--- config.mk ---
export PLATFORM = sky130hd
export DESIGN_NAME = pc_source_ctrl
export DESIGN_NICKNAME = d
export VERILOG_FILES = /design/src/rtl/pc_source_ctrl.sv
export SDC_FILE = /design/constraint.sdc
export NUM_CORES = 1
export LEC_CHECK = 0
export CAP_MARGIN = 40
export CORE_UTILIZATION = 48
export CTS_BUF_LIST = sky130_fd_sc_hd__clkbuf_16
export CTS_CLUSTER_SIZE = 28
export DETAILED_ROUTE_END_ITERATION = 8
export GPL_TIMING_DRIVEN = 0
export PLACE_DENSITY = 0.76
export SLEW_MARGIN = 20
export SYNTH_ARGS = -nofsm -noshare
export SYNTH_HDL_FRONTEND = slang
export SYNTH_SLANG_ARGS = --single-unit
--- constraint.sdc ---
create_clock -name clk -period 2.65 [get_ports clk]
set_input_delay 0.795 -clock clk [delete_from_list [all_inputs] [get_ports clk]]
set_output_delay 0.795 -clock clk [all_outputs]
set_load 0.03 [all_outputs]
--- src/rtl/pc_source_ctrl.sv ---
// ---------------------------------------------------------------------------
// pc_source_ctrl
//
// PC source controller for the AVR-style core. Decodes the opcode field of
// the instruction register and selects the next PC source (sequential, jump
// target, branch target or return address). Owns a small hardware
// return-address stack and sequences flush bubbles after every taken redirect.
// All state and outputs update on the falling edge of clk so they are stable
// before the PC register loads on the following rising edge.
//
// Ports:
//   clk          core clock (falling-edge state updates)
//   rst          synchronous active-high reset, sampled on the falling edge
//   ireg_in      opcode field of the current instruction
//   ir_valid     ireg_in holds a valid instruction
//   zero_flag    ALU Z flag
//   pc_in        current PC value
//   pc_sel       0=PC+1, 1=jump target, 2=branch target, 3=ras_out
//   pc_load      PC register loads on the next rising edge
//   flush        kill the fetched/decoded instruction
//   ras_out      return address used when pc_sel=3
//   stack_err    sticky RAS overflow/underflow flag
//   redirect_cnt taken-redirect counter
//
// Optional feature macro: PC_SRC_PERF_EN
//   defined   : redirect_cnt counts taken redirects, saturating at 16'hFFFF
//   undefined : redirect_cnt is tied to zero, no counter logic
// ---------------------------------------------------------------------------
module pc_source_ctrl #(
   parameter int unsigned     OPC_W        = 6,
   parameter int unsigned     PC_W         = 16,
   parameter int unsigned     RAS_DEPTH    = 4,
   parameter int unsigned     FLUSH_CYCLES = 2,
   parameter logic [OPC_W-1:0] OPC_JMP     = 6'b110000,
   parameter logic [OPC_W-1:0] OPC_BRZ     = 6'b110001,
   parameter logic [OPC_W-1:0] OPC_CALL    = 6'b110010,
   parameter logic [OPC_W-1:0] OPC_RET     = 6'b110011
) (
   input  logic             clk,
   input  logic             rst,
   input  logic [OPC_W-1:0] ireg_in,
   input  logic             ir_valid,
   input  logic             zero_flag,
   input  logic [PC_W-1:0]  pc_in,
   output logic [1:0]       pc_sel,
   output logic             pc_load,
   output logic             flush,
   output logic [PC_W-1:0]  ras_out,
   output logic             stack_err,
   output logic [15:0]      redirect_cnt
);

   localparam int unsigned SP_W  = $clog2(RAS_DEPTH + 1);
   localparam int unsigned IDX_W = $clog2(RAS_DEPTH);
   localparam int unsigned CNT_W = (FLUSH_CYCLES > 1) ? $clog2(FLUSH_CYCLES) : 1;

   localparam logic [SP_W-1:0]  SP_FULL   = SP_W'(RAS_DEPTH);
   localparam logic [CNT_W-1:0] CNT_START = CNT_W'(FLUSH_CYCLES - 1);

   localparam logic [1:0] SEL_SEQ  = 2'd0;
   localparam logic [1:0] SEL_JMP  = 2'd1;
   localparam logic [1:0] SEL_BRZ  = 2'd2;
   localparam logic [1:0] SEL_RET  = 2'd3;

   typedef enum logic [0:0] {StRun, StFlush} state_e;

   state_e            state_q, state_d;
   logic [CNT_W-1:0]  cnt_q, cnt_d;
   logic [SP_W-1:0]   sp_q, sp_d;
   logic [PC_W-1:0]   ras_q [RAS_DEPTH];

   logic [1:0]        pc_sel_q, pc_sel_d;
   logic              pc_load_q, pc_load_d;
   logic              flush_q, flush_d;
   logic [PC_W-1:0]   ras_out_q, ras_out_d;
   logic              stack_err_q, stack_err_d;

   logic              taken;
   logic              push_en;
   logic [SP_W-1:0]   sp_m1;
   logic [PC_W-1:0]   ret_addr;

   assign sp_m1    = sp_q - SP_W'(1);
   assign ret_addr = pc_in + PC_W'(1);

   // -------------------------------------------------------------------------
   // Next-state and registered-output decode
   // -------------------------------------------------------------------------
   always_comb begin
      state_d     = state_q;
      cnt_d       = cnt_q;
      sp_d        = sp_q;
      pc_sel_d    = SEL_SEQ;
      pc_load_d   = 1'b1;
      flush_d     = 1'b0;
      ras_out_d   = ras_out_q;
      stack_err_d = stack_err_q;
      taken       = 1'b0;
      push_en     = 1'b0;

      unique case (state_q)
         StRun: begin
            if (!ir_valid) begin
               // Stall: hold the PC.
               pc_load_d = 1'b0;
            end else begin
               case (ireg_in)
                  OPC_JMP: begin
                     pc_sel_d = SEL_JMP;
                     taken    = 1'b1;
                  end
                  OPC_BRZ: begin
                     if (zero_flag) begin
                        pc_sel_d = SEL_BRZ;
                        taken    = 1'b1;
                     end
                  end
                  OPC_CALL: begin
                     // A full stack drops the push but the jump still happens.
                     if (sp_q == SP_FULL) begin
                        stack_err_d = 1'b1;
                     end else begin
                        push_en = 1'b1;
                        sp_d    = sp_q + SP_W'(1);
                     end
                     pc_sel_d = SEL_JMP;
                     taken    = 1'b1;
                  end
                  OPC_RET: begin
                     if (sp_q == '0) begin
                        stack_err_d = 1'b1;
                     end else begin
                        sp_d      = sp_m1;
                        ras_out_d = ras_q[sp_m1[IDX_W-1:0]];
                        pc_sel_d  = SEL_RET;
                        taken     = 1'b1;
                     end
                  end
                  default: pc_sel_d = SEL_SEQ;
               endcase
            end

            if (taken) begin
               flush_d = 1'b1;
               if (FLUSH_CYCLES > 1) begin
                  state_d = StFlush;
                  cnt_d   = CNT_START;
               end
            end
         end

         StFlush: begin
            // Instruction inputs are ignored while bubbles drain.
            flush_d = 1'b1;
            if (cnt_q <= CNT_W'(1)) begin
               state_d = StRun;
               cnt_d   = '0;
            end else begin
               cnt_d = cnt_q - CNT_W'(1);
            end
         end

         default: state_d = StRun;
      endcase
   end

   // -------------------------------------------------------------------------
   // State and output registers (falling edge, synchronous reset)
   // -------------------------------------------------------------------------
   always_ff @(negedge clk) begin
      if (rst) begin
         state_q     <= StRun;
         cnt_q       <= '0;
         sp_q        <= '0;
         pc_sel_q    <= SEL_SEQ;
         pc_load_q   <= 1'b1;
         flush_q     <= 1'b0;
         ras_out_q   <= '0;
         stack_err_q <= 1'b0;
      end else begin
         state_q     <= state_d;
         cnt_q       <= cnt_d;
         sp_q        <= sp_d;
         pc_sel_q    <= pc_sel_d;
         pc_load_q   <= pc_load_d;
         flush_q     <= flush_d;
         ras_out_q   <= ras_out_d;
         stack_err_q <= stack_err_d;
      end
   end

   // Stack storage has no reset; entries are not cleared on pop.
   always_ff @(negedge clk) begin
      if (!rst && push_en) begin
         ras_q[sp_q[IDX_W-1:0]] <= ret_addr;
      end
   end

   assign pc_sel    = pc_sel_q;
   assign pc_load   = pc_load_q;
   assign flush     = flush_q;
   assign ras_out   = ras_out_q;
   assign stack_err = stack_err_q;

`ifdef PC_SRC_PERF_EN
   logic [15:0] redirect_cnt_q;

   always_ff @(negedge clk) begin
      if (rst) begin
         redirect_cnt_q <= '0;
      end else if (taken && (redirect_cnt_q != 16'hFFFF)) begin
         redirect_cnt_q <= redirect_cnt_q + 16'd1;
      end
   end

   assign redirect_cnt = redirect_cnt_q;
`else
   assign redirect_cnt = 16'd0;
`endif

endmodule

==> out/results.tsv, run 1 <==
metric	value	unit
status	complete, but fails checks	
failed_checks	setup timing	
areaGrowthSynthToFinish	58.15	%
cpPeakStageDelay	340	ps
grt-ovfl-total	0	
avgSynthCellArea	14.87	um2
clock_path_buffers	2	
nFillCells	445	
core	7687	um2
cp-startpoint	ireg_in[3]	
p_per_area	600.8	nW/um2
multi_input_area	1617	um2
start_kind	primary input	
cp_max_fo	7	
drt-total-wl	9388	um
finalNonFillerCells	564	
via_count	2819	
clk_latency	420	ps
drt_iter0_drc	183	
leakage	0.002728	uW
grtUsageTotal	22.75	%
post-place-ws	-1605	ps
die_x	91.05	um
arrival	2020	ps
first_global_vias	2943	
routabilityCongestion	0.7118	
synth_warnings	0	
wl_per_cell	16.65	um
nets	489	
fin_area	6020	um2
path_cells	buf_6 > and4bb_2 > nand3_4 > nand4bb_4 > buf_6 > nor2_4 > buf_12 > buf_12	
port-buffer-count	45	
hp-class	reg -> reg	
seq_area	2449	um2
drc	0	
drive_above_1_share	44.37	%
pin_count	63	
row_count	32	
htree_levels	3	
crit_slowest_cell	and4bb_2	
start_util	49.51	%
dieArea	8289	um2
hold_ws	494.0	ps
ys_types	36	
ys_seq_area_share	63.64	%
drv_cap	0	
clkTransAtPathRegs	30	ps
critPathCaptureType	register	
ys_ff_latch	89	
final_cell_mix	100 x inv_1, 64 x edfxtp_1, 40 x buf_4	
cts_tree	done	
slew_violations	0	
finalWorstSetupSlack	-589.5	ps
grt_pass1_wl	13820	um
ys_top_cells_by_area	edfxtp_1 50%, dfxtp_1 13%, mux4_2 9.5%	
dp_cells	418	
vdd_ir_drop_max	0.3951	mV
syn-cell-area	3806	um2
r2r_start	sp_q[0]$_SDFFE_NP0P_	
grt_max_degree	17	
synthCells	256	
postPlaceCellArea	4607	um2
cts_root_buf	clkbuf_16	
layout_commonest_cell	inv_1	
firstDrtPassIters	7	
skew	37.56	ps
min-delay-start	ras_out[13]$_SDFFE_NP0P_	
die_h	91.05	um
cts_buffers	9	
antennaDiodeCount	0	
yosysTopAreaCellShare	50.49	%
crit_type	in -> reg	
clock_sinks	89	
rsz0062_at_grt	yes	
required	1430	ps
yosys.area.top_type	edfxtp_1	
grt_antenna_before_repair	0	
viasPerCell	4.998	
antenna_left	0	
hold_viol_final	0	
setup_viol	147	
post-dp-hpwl	4536	um
fin_setup_tns	-57910	ps
==> critical path: cells and delay by family <==
| kind | cells | cell delay (ps) |
|---|---|---|
| buf+inv | 4 | 470 |
| simple gates | 4 | 750 |
==> metal layers <==
metal	GRT usage [%]	up-vias	wire, um
li1	-	1320	-
met1	24.15	1363	3579
met2	37.25	118	5067
met3	8.710	18	494
met4	16.01	0	247
met5	0	-	0
==> power breakdown <==
| group | switching, uW | internal (uW) | leakage [uW] |
|---|---|---|---|
| clock network | 957 | 924 | 0.000630 |
| registers | 1.38 | 1510 | 0.000787 |
| logic | 122 | 107 | 0.00131 |
==> layout make-up <==
cell class,instances,area share (%)
Sequential cell,89,40.68
Multi-Input combinational cell,146,26.86
Timing Repair Buffer,88,16.28
Clock inverter,96,6.839
Clock buffer,9,3.741
Buffer,24,2.868
Tap cell,102,2.120
Inverter,10,0.6236
==> final timing paths <==
check	to	slack, ps	cells past startpoint
max	ras_q[2][12]$_DFFE_NP_	-590	8
max reg2reg	ras_out[1]$_SDFFE_NP0P_	0	9
min reg2reg	ras_out[13]$_SDFFE_NP0P_	490	2
min	ras_out[13]$_SDFFE_NP0P_	490	2
==> stage by stage <==
stage	util, %	power [uW]
2_1_floorplan	-	1839
3_3_place_gp	59.93	1903
3_5_place_dp	59.93	1907
4_1_cts	77.02	3614
5_1_grt	78.30	3828
6_report	78.30	3617
==> cells in the mapped netlist <==
library cell and instances:
clkbuf_1 2, or3_1 1, ha_1 6, or2_2 1
and4bb_2 1, nand3_1 9, and2_1 1, and4_1 1
nand4_4 1, nand4bb_1 1, xor2_1 3, nand4_1 6
o31a_1 1, mux2i_1 17, and3b_1 1, buf_6 1
a21oi_1 3, a311o_1 1, buf_2 4, a211oi_1 1
conb_1 1, nand2b_1 2, edfxtp_1 64, nor4_1 1
mux4_2 16, o221a_2 1, o211a_1 1, and3_1 3
xnor2_1 14, nor3_1 1, dfxtp_1 25, o21ba_2 1
nand2_1 7, inv_1 11, buf_4 18, nor2_1 28
==> sequential cells by signal, summed over array words and instances, names as in the netlist <==
signal and count:
stack_err 1, state_q 1, ras_out 16, pc_sel 2, flush 1, ras_q 64, sp_q 3, pc_load 1
==> cells by family after synthesis <==
family                     share of synthesized area (%)
muxes                                              13.94
DFF                                                63.64
and+or+nand+nor                                    8.876
AOI/OAI and AO/OA                                  1.907
other                                            0.09852
adders and majority gates                          1.972
xor gates and xnor gates                           3.912
buffers and inverters                              5.654
==> timing repair <==
action,in CTS,in global routing
pin swaps,25,15
buffers inserted,36,9
hold buffers,0,0
resized for setup,295,25
setup endpoints to repair,174,151
gates cloned,2,0
Note: power is estimated with default switching activity, not from simulation.
==> run 2: changes to the inputs <==
Settings changed: TNS_END_PERCENT set to 5.
==> out/results.tsv, run 2 (synthesized netlist as in run 1, its figures left out) <==
metric	value	unit
pin_count	63	
leakage	0.002540	uW
cts_root_buf	clkbuf_16	
grt_pass1_wl	14920	um
clock_path_buffers	2	
start_kind	primary input	
row_count	32	
crit_type	in -> reg	
cp_max_fo	8	
cts_tree	done	
cts_hold_buf	0	
grt_antenna_before_repair	0	
required	1430	ps
grt-ovfl-total	0	
via_count	2728	
vdd_ir_drop_max	0.4838	mV
finalWorstSetupSlack	-666.9	ps
firstDrtPassIters	4	
status	complete, but fails checks	
grtUsageTotal	24.66	%
hp-class	reg -> reg	
die_x	91.05	um
final_cell_mix	100 x inv_1, 64 x edfxtp_1, 34 x buf_6	
htree_levels	3	
nFillCells	516	
first_global_vias	3041	
arrival	2090	ps
dieArea	8289	um2
antenna_left	0	
hold_ws	492.5	ps
setup_viol	141	
cts_buffers	9	
wl_per_cell	17.23	um
drc	0	
drt-total-wl	9235	um
dp_cells	418	
layout_commonest_cell	inv_1	
largest_register_ffs	64	
failed_checks	setup timing	
drive_above_1_share	37.56	%
core	7687	um2
antennaDiodeCount	0	
drt_iter0_drc	216	
clock_sinks	89	
nets	461	
hold_viol_final	0	
areaGrowthSynthToFinish	45.63	%
ff2ff_setup_slack	10	ps
viasPerCell	5.090	
die_h	91.05	um
rsz0062_at_grt	yes	
critPathCaptureType	register	
clkTransAtPathRegs	30	ps
slew_violations	0	
clk_latency	410	ps
skew	22.48	ps
finalNonFillerCells	536	
grt_max_degree	17	
drv_cap	0	
routabilityCongestion	0.7519	
post-dp-hpwl	4679	um
port-buffer-count	45	
p_per_area	656.4	nW/um2
start_util	49.51	%
## run 2: changes by cell type in the layout (fill, tap and decap cells not counted), sizes merged
cell,change
dlygate4sd2,-2
dlymetal6s2s,+1
clkbuf,+4
clkinv,+1
buf,-30
clkdlybuf4s15,-2
inv,-2
bufinv,+1
clkdlybuf4s50,+1
## run 2: cell type report
cell class              instances  area, um2  area share, %
well taps                     102      127.6          2.302
repair buffers                 60      694.4          12.53
plain buffers                  24      170.2          3.070
clock buffers                   9      225.2          4.063
clock inverters                96      435.4          7.856
multi-input cells             146       1404          25.33
inverters                      10      37.54         0.6772
flip-flops and latches         89       2449          44.18
## run 2: where the power goes
| group | switching [uW] | total [uW] | internal [uW] |
|---|---|---|---|
| Clock | 929 | 1950 | 1020 |
| Sequential | 1.29 | 1510 | 1510 |
| Combinational | 105 | 185 | 79.5 |
| Total | 1040 | 3640 | 2600 |
## run 2: worst paths after layout
path,start,depth (start not counted),end
max,ireg_in[3],8,ras_q[0][6]$_DFFE_NP_
min,ras_out[9]$_SDFFE_NP0P_,2,ras_out[9]$_SDFFE_NP0P_
max reg2reg,sp_q[0]$_SDFFE_NP0P_,9,ras_out[1]$_SDFFE_NP0P_
min reg2reg,ras_out[9]$_SDFFE_NP0P_,2,ras_out[9]$_SDFFE_NP0P_
## run 2: per-layer routing
layer	track usage, %	share of wire (%)
met5	0	0
met3	11.22	8.0
met2	40.66	53
met1	26.40	37
met4	13.36	1.5
## run 2: critical path, cell delays in order
cell and delay (ps):
buf_6 90, and4bb_2 330, nand3_4 70, nand4bb_4 220
buf_6 150, buf_6 110, nor2_4 160, buf_8 170
## run 2: timing repair
item	4_1_cts	5_1_grt
gates resized for setup	265	33
pin swaps	15	12
endpoints found under the hold margin	0	0
cloned	3	0
buffers inserted	15	0
setup endpoints to repair	174	147
## run 2: metrics by stage
stage	setup WS (ps)	utilization, %	setup TNS (ps)	power (uW)	area [um2]
floorplan	-921.9	-	-84830	1831	3928
global placement	-1609	58.61	-199800	1893	4506
detailed placement	-1619	58.61	-204890	1897	4506
CTS	-743.8	72.79	-65500	3668	5595
global route	-734.4	72.10	-63850	3858	5543
finish	-666.9	72.10	-57480	3638	5543
